===== config.mk =====
export PLATFORM = sky130hd
export DESIGN_NAME = hash_resp_serializer
export DESIGN_NICKNAME = d
export VERILOG_FILES = /design/src/rtl/hash_resp_serializer.sv
export SDC_FILE = /design/constraint.sdc
export NUM_CORES = 1
export LEC_CHECK = 0
export BUFFER_PORTS_ARGS = -buffer_cell sky130_fd_sc_hd__buf_4
export CAP_MARGIN = 20
export CORE_AREA = 2 2 252 254
export CTS_CLUSTER_SIZE = 30
export DETAILED_ROUTE_END_ITERATION = 6
export DIE_AREA = 0 0 254 256
export SYNTH_ARGS = -nofsm -noshare
export SYNTH_HDL_FRONTEND = slang
export SYNTH_SLANG_ARGS = --single-unit

===== constraint.sdc =====
create_clock -name clk -period 3.16 [get_ports clk]
set_clock_uncertainty 0.15 [all_clocks]
set_input_delay 0.632 -clock clk [delete_from_list [all_inputs] [get_ports clk]]
set_output_delay 0.632 -clock clk [all_outputs]
set_load 0.02 [all_outputs]

===== src/rtl/hash_resp_serializer.sv =====
// Hash-table read response serializer.
// Takes a batch of NUM_RD parallel read results (qualified by a lane mask)
// and emits the qualified lanes one per cycle, lowest lane first, over a
// valid/ready output. Batches offered while the block cannot take them are
// dropped and counted; emitted hits are counted.
//
// Handshake rules: a transfer happens on a rising edge where valid and ready
// are both high. out_valid never waits on out_ready, and out_lane/out_data/
// out_last hold steady while out_valid is high and out_ready is low. The
// upstream side cannot stall: a batch offered while in_ready is low is lost.
module hash_resp_serializer #(
    parameter int NUM_RD     = 8,
    parameter int DATA_WIDTH = 64,
    parameter int LANE_W     = 3
) (
    input  logic                         clk,
    input  logic                         reset,
    input  logic                         in_valid,
    input  logic [NUM_RD-1:0]            in_lane_en,
    input  logic [NUM_RD*DATA_WIDTH-1:0] in_data,
    output logic                         in_ready,
    output logic                         out_valid,
    input  logic                         out_ready,
    output logic [LANE_W-1:0]            out_lane,
    output logic [DATA_WIDTH-1:0]        out_data,
    output logic                         out_last,
    output logic [15:0]                  drop_cnt,
    output logic [31:0]                  hit_cnt,
    output logic                         dbg_state
);

    typedef enum logic {
        S_IDLE  = 1'b0,
        S_DRAIN = 1'b1
    } state_t;

    state_t                         r_state;
    state_t                         w_next_state;
    logic [NUM_RD-1:0]              r_pending;
    logic [NUM_RD*DATA_WIDTH-1:0]   r_data;
    logic [15:0]                    r_drop_cnt;
    logic [31:0]                    r_hit_cnt;

    logic [LANE_W-1:0]              w_low_lane;
    logic [NUM_RD-1:0]              w_low_onehot;
    logic                           w_single;
    logic                           w_fire;
    logic                           w_load;
    logic                           w_drop;

    // Pick the lowest pending lane; scanning downward leaves the lowest index.
    always_comb begin
        w_low_lane = '0;
        for (int i = NUM_RD - 1; i >= 0; i--) begin
            if (r_pending[i]) begin
                w_low_lane = LANE_W'(i);
            end
        end
    end

    assign w_low_onehot = NUM_RD'(1) << w_low_lane;
    // Exactly one bit pending: clearing the lowest bit leaves nothing.
    assign w_single     = (r_pending != '0) && ((r_pending & ~w_low_onehot) == '0);

    assign w_fire = out_valid && out_ready;
    assign w_load = in_valid && in_ready && (in_lane_en != '0);
    assign w_drop = in_valid && !in_ready;

    // State register.
    always_ff @(posedge clk) begin
        if (reset) begin
            r_state <= S_IDLE;
        end else begin
            r_state <= w_next_state;
        end
    end

    // Next-state logic: a back-to-back load on the final handshake keeps DRAIN.
    always_comb begin
        w_next_state = r_state;
        case (r_state)
            S_IDLE: begin
                if (w_load) begin
                    w_next_state = S_DRAIN;
                end
            end
            S_DRAIN: begin
                if (w_fire && w_single) begin
                    w_next_state = w_load ? S_DRAIN : S_IDLE;
                end
            end
            default: w_next_state = S_IDLE;
        endcase
    end

    // FSM outputs: only state, out_ready and pending feed in_ready.
    always_comb begin
        out_valid = 1'b0;
        in_ready  = 1'b0;
        case (r_state)
            S_IDLE: begin
                in_ready = 1'b1;
            end
            S_DRAIN: begin
                out_valid = 1'b1;
                in_ready  = out_ready && w_single;
            end
            default: begin
                out_valid = 1'b0;
                in_ready  = 1'b0;
            end
        endcase
    end

    // Batch register and counters.
    always_ff @(posedge clk) begin
        if (reset) begin
            r_pending  <= '0;
            r_data     <= '0;
            r_drop_cnt <= '0;
            r_hit_cnt  <= '0;
        end else begin
            if (w_load) begin
                r_pending <= in_lane_en;
                r_data    <= in_data;
            end else if (w_fire) begin
                r_pending <= r_pending & ~w_low_onehot;
            end
            if (w_drop && (r_drop_cnt != 16'hFFFF)) begin
                r_drop_cnt <= r_drop_cnt + 16'd1;
            end
            if (w_fire && out_data[DATA_WIDTH-1]) begin
                r_hit_cnt <= r_hit_cnt + 32'd1;
            end
        end
    end

    // Serialized result comes only from latched state; zero while idle.
    always_comb begin
        out_lane = '0;
        out_data = '0;
        out_last = 1'b0;
        if (r_state == S_DRAIN) begin
            out_lane = w_low_lane;
            out_data = r_data[w_low_lane*DATA_WIDTH +: DATA_WIDTH];
            out_last = w_single;
        end
    end

    assign drop_cnt  = r_drop_cnt;
    assign hit_cnt   = r_hit_cnt;
    assign dbg_state = r_state;

endmodule


==> results.ini, run 1 <==
[placement]
place_inst=4682
io_buffers=642
gp_congestion=0.894
pre_cts_ws_ns=0.0346
hpwl_mm=70.2

[synth]
synthFlopType=dfxtp_1
ys_ff_latch=569
ys_types=62
synth_nets=3880
synth.area.mux_share=0.000412
async_reset_ff_frac=0
syn_inst=3354
synth_top_family_by_area=simple AND/OR/NAND/NOR gates
synthXorXnorAreaFrac=0.00144
synth_edf_count=0
synthAdderAreaFrac=0.00103
yosysSeqAreaShare=0.469
synth-compound-area-share=0.232
synth_area_per_cell_um2=7.25
yosys.area_share.simple=0.249
syn_area_mm2=0.0243
yosys_warnings=0

[power]
pwr-share-comb=0.274
vdd_drop_max_v=0.000446
power_frac_clock=0.358
power.density_mw_per_mm2=612
swShare=0.314
power_uw=21900
p_leak_uw=0.0140
seqPwrFrac=0.368
p_switching_uw=6860
internal-power_uw=15000

[timing]
period_share=1.15
worst_pin_slew_ns=0.957
finalMaxSlewViolations=0
fin_crit_ns=3.65
setup_violations=66
rsz0062_at_grt=true
slew_headroom=0.362
max_freq_mhz=274
fin_ws_ns=-0.485
fin_setup_tns_ns=-25.88
final-hold-violation-count=0

[worst_setup_path]
worst_path_most_repeated_cell=buf_12
cp-end-kind=primary output
critPathMaxStageDelay_ns=0.58
startpoint_type=register
required_ns=2.38
crit_path_max_fanout=6
r2r_slack_ns=0.01
cp_data_arrival_time_ns=2.86
crit_chain=or4_4 -> a21oi_4 -> buf_12 -> buf_12 -> buf_16 -> buf_12 -> o21ai_4 -> a31oi_4 -> a22oi_1 -> nand2_1 -> buf_6
cpMaxStageDelayCell=or4_4
setup.worst_path.class=register to primary output

[detailed_routing]
wl_met1_mm=45.0
highest_layer=met5
firstDrtPassIters=6
vias=26600
dr_wl_met2_mm=50.7
drc=0
wl_per_cell_um=21.7
wl_met3_mm=6.42
ant_nets=0
drtIter0Drc=2524
totalWireLength_mm=106
vias_per_cell=5.45

[global_route]
grt_pass1_vias=24400
track_usage=0.302
grt_max_degree=201
overflow=0
grt_antenna_before_repair=8
grt_pass1_wl_mm=151

[floorplan]
dieArea_mm2=0.0650
die_y_um=256
start_util=0.390
io_pins=643
row_count=92
core_area_mm2=0.0624
die_x_um=254

[final_layout]
utilization=0.573
fillerInstances=5892
layout.cells.most_common_list=nand2_1, buf_4, dfxtp_1
final_common_cell=nand2_1
drive_gt1_frac=0.295
layout.nets=4504
final_cell_count_no_fill=4879
syn_to_final_growth_pct=47.1
register_area_mm2=0.0114
multi_input_area_mm2=0.0132

[clock_network]
root_buffer=clkbuf_16
path_clk_slew_ns=0.07
cts-buffers-inserted=60
htreeDepth=2
cts.sinks=569
cts_hold_buf=0
cts.path.max_buffers=3
clk-insertion-delay-late_ns=0.63
cts_tree=yes

[run_status]
status=finished with violations
violations=negative setup slack

[flow_run]
maxCapViolations=0

[hold_path]
min_path_type=input port to register

-- cell families (layout without fill, tap and decap cells) --
| logic type | Yosys count | after routing |
|---|---|---|
| adders and majority gates | 2 | 2 |
| and+or+nand+nor | 1531 | 1531 |
| DFF | 569 | 569 |
| buffers and inverters | 286 | 959 |
| other | 0 | 5 |
| muxes | 1 | 1 |
| xor gates and xnor gates | 4 | 4 |
| AOI/OAI and AO/OA | 961 | 962 |
-- worst paths after layout --
path	depth (start not counted)	start	end
min	3	in_data[478]	r_data[478]
min reg2reg	2	r_data[395]	r_data[395]
max	11	r_pending[4]	out_data[58]
max reg2reg	11	r_pending[4]	hit_cnt[31]
-- layer usage --
layer | track usage | up-vias
met2 | 0.491 | 1000
li1 | - | 12700
met3 | 0.0390 | 189
met1 | 0.410 | 12700
met5 | 0 | -
met4 | 0.107 | 4
-- metrics by stage --
| stage | hold WS, ns | area [µm²] |
|---|---|---|
| detailed placement | 0.293 | 30600 |
| finish | 0.0944 | 35800 |
| global placement | 0.290 | 30600 |
| global route | 0.0801 | 35800 |
| CTS | 0.0552 | 34200 |
| floorplan | 0.283 | 24400 |
-- critical path: cells and delay by family, from the launching register on --
| kind | cells | cell delay (ns) |
|---|---|---|
| buf+inv | 5 | 0.66 |
| flops | 1 | 0.36 |
| simple gates | 2 | 0.69 |
| compound gates | 4 | 0.50 |
-- registers in the layout, indices dropped and copies added (netlist names) --
| register | count |
|---|---|
| r_data | 512 |
| drop_cnt | 16 |
| hit_cnt | 32 |
| r_pending | 8 |
| dbg_state | 1 |
-- cell usage after synthesis (all sizes together) (18+ instances only) --
cell	number	area [µm²]
buf	73	365
a22oi	44	330
o221ai	38	333
nand3	21	105
a311oi	44	385
or3	20	125
nor2	59	221
dfxtp	569	11400
a21oi	578	2900
o31ai	18	135
nand2	1360	5100
o21ai	110	551
a31o	38	333
a31oi	48	300
or4	22	169
clkbuf	199	747
-- power groups by stage --
stage / clock network [µW] / registers, µW / logic [µW]
2_1_floorplan: 0 / 8060 / 2450
3_3_place_gp: 0 / 8160 / 4580
3_5_place_dp: 0 / 8160 / 4600
4_1_cts: 7910 / 8010 / 5330
5_1_grt: 8220 / 8100 / 6350
6_report: 7820 / 8050 / 6000
-- area by class of cell --
type / count / area share
Sequential cell: 569 / 0.319
Inverter: 14 / 0.00154
Tap cell: 846 / 0.0296
Clock buffer: 83 / 0.0495
Multi-Input combinational cell: 2500 / 0.371
Antenna cell: 5 / 0.000350
Timing Repair Buffer: 833 / 0.218
Clock inverter: 29 / 0.0118
-- timing repair --
action / CTS / global route
gates cloned: 17 / 10
gates resized for setup: 179 / 253
pin swaps: 45 / 100
endpoints found under the setup margin: 68 / 292
buffers inserted: 29 / 30
endpoints found under the hold margin: 0 / 0
Power figures use the tool's default switching activity.
==> run 2: changes to the inputs <==
--- a/config.mk
+++ b/config.mk
@@ -14,3 +14,4 @@
 export SYNTH_ARGS = -nofsm -noshare
 export SYNTH_HDL_FRONTEND = slang
 export SYNTH_SLANG_ARGS = --single-unit
+export TNS_END_PERCENT = 1
==> results.ini, run 2 (same netlist as run 1, synthesis figures left out) <==
[timing]
hold_ws_ns=0.130
slew_headroom=0.426
setup_violations=66
rsz0062_at_grt=true
finalMaxSlewViolations=0
max_freq_mhz=284
period_share=1.12
fin_crit_ns=3.52
final-hold-violation-count=0
worst_pin_slew_ns=0.861
fin_ws_ns=-0.365

[global_route]
grt_pass1_vias=24200
grt_max_degree=177
track_usage=0.286
grt_pass1_wl_mm=144
overflow=0
grt_antenna_before_repair=15

[detailed_routing]
wl_per_cell_um=20.3
totalWireLength_mm=97.9
vias_per_cell=5.38
ant_nets=0
vias=26000
drtIter0Drc=2272
drc=0
firstDrtPassIters=5

[final_layout]
final_common_cell=nand2_1
largest_register_ffs=512
layout.cells.most_common_list=nand2_1, buf_4, a21oi_1
syn_to_final_growth_pct=38.3
layout.nets=4448
utilization=0.539
drive_gt1_frac=0.257
largest-register=r_data

[worst_setup_path]
crit_family=simple AND/OR/NAND/NOR gates
worst_path_most_repeated_cell=buf_12
cpMaxStageDelayCell=or4_4
startpoint_type=register
crit_path_max_fanout=10
cp-end-kind=primary output
setup.worst_path.class=register to primary output
cp_data_arrival_time_ns=2.74
required_ns=2.38
critPathMaxStageDelay_ns=0.58
crit_chain=or4_4 -> a21oi_4 -> buf_12 -> buf_12 -> o21ai_0 -> a31oi_1 -> a22oi_1 -> nand2_1 -> buf_4
path_buf_inv=3

[clock_network]
cts-buffers-inserted=66
cts.sinks=569
cts_tree=yes
root_buffer=clkbuf_16
cts.path.max_buffers=3
clk-insertion-delay-late_ns=0.59
htreeDepth=3
cts_hold_buf=0
path_clk_slew_ns=0.06

[placement]
gp_congestion=0.905
io_buffers=642
hpwl_mm=68.2

[power]
seqPwrFrac=0.388
pwr-share-comb=0.239
p_switching_uw=6410
power_frac_clock=0.372
vdd_drop_max_v=0.000334
internal-power_uw=14300
swShare=0.310
power.density_mw_per_mm2=615
p_leak_uw=0.0133

[floorplan]
dieArea_mm2=0.0650
core_area_mm2=0.0624
start_util=0.390
row_count=92
io_pins=643
die_x_um=254
die_y_um=256

[flow_run]
maxCapViolations=0

[run_status]
violations=negative setup slack
status=finished with violations

[hold_path]
min_path_type=input port to register

==> run 2: changes by cell type in the layout (fill, tap and decap cells not counted), moves of 17 or more <==
cell,previous run,this run
o221ai_1,13,33
buf_12,56,39
o21ai_2,29,4
buf_4,671,696
buf_6,76,27
o21ai_0,37,65
a31oi_1,20,40
==> run 2: worst paths after layout <==
check / cells after the start / slack, ns / start / end
hold reg to reg: 2 / 0.30 / r_data[124] / r_data[124]
setup reg to reg: 8 / 0.10 / r_pending[7] / hit_cnt[26]
hold / removal: 3 / 0.13 / in_data[24] / r_data[24]
setup / recovery: 9 / -0.36 / r_pending[7] / out_data[4]
==> run 2: final cells by class <==
type / instances / area [µm²]
fill: 6222 / 28800
multi-input combinational: 2499 / 12300
sequential: 569 / 11400
timing repair buffer: 772 / 6570
clock buffer: 95 / 1940
tap: 846 / 1060
clock inverter: 23 / 243
inverter: 14 / 52.6
antenna: 11 / 27.5
==> run 2: timing repair <==
action | CTS | global route
setup buffers | 7 | 1
gates resized for setup | 77 | 99
cloned | 4 | 2
pin swaps | 10 | 26
endpoints found under the setup margin | 67 | 73
==> run 2: power by group through the flow <==
stage	Combinational [µW]	Sequential, µW	Clock [µW]
after floorplan	2410	8060	0
after global routing	5310	8080	8120
after detailed placement	4520	8160	0
final	4950	8020	7690
after global placement	4500	8160	0
after CTS	4780	8010	7830
==> run 2: stage by stage <==
| step | worst slack (ns) | power [µW] | TNS [ns] | area, µm² | instances |
|---|---|---|---|---|---|
| after detailed placement | 0.0160 | 12700 | 0 | 30500 | 4686 |
| final | -0.365 | 20700 | -18.63 | 33600 | 4829 |
| after CTS | -0.404 | 20600 | -22.62 | 33200 | 4815 |
| after floorplan | -0.0646 | 10500 | -0.939 | 24300 | 3354 |
| after global placement | 0.000706 | 12700 | 0 | 30500 | 4686 |
| after global routing | -0.509 | 21500 | -26.53 | 33600 | 4828 |
==> run 2: layer usage <==
layer | vias to the layer above | track usage | wire length (µm)
met3 | 146 | 0.0402 | 5990
li1 | 12500 | - | -
met2 | 874 | 0.466 | 46700
met4 | 8 | 0.108 | 3060
met1 | 12400 | 0.382 | 42100
met5 | - | 0 | 53
==> run 2: worst register-to-register path, cell delays in order (launching register included) <==
cell and delay, ns:
dfxtp_4 0.37, or4_4 0.58, a21oi_4 0.17, buf_12 0.18
clkbuf_16 0.18, o22ai_2 0.09, a2111o_2 0.62, or4_1 0.51
a21oi_1 0.15
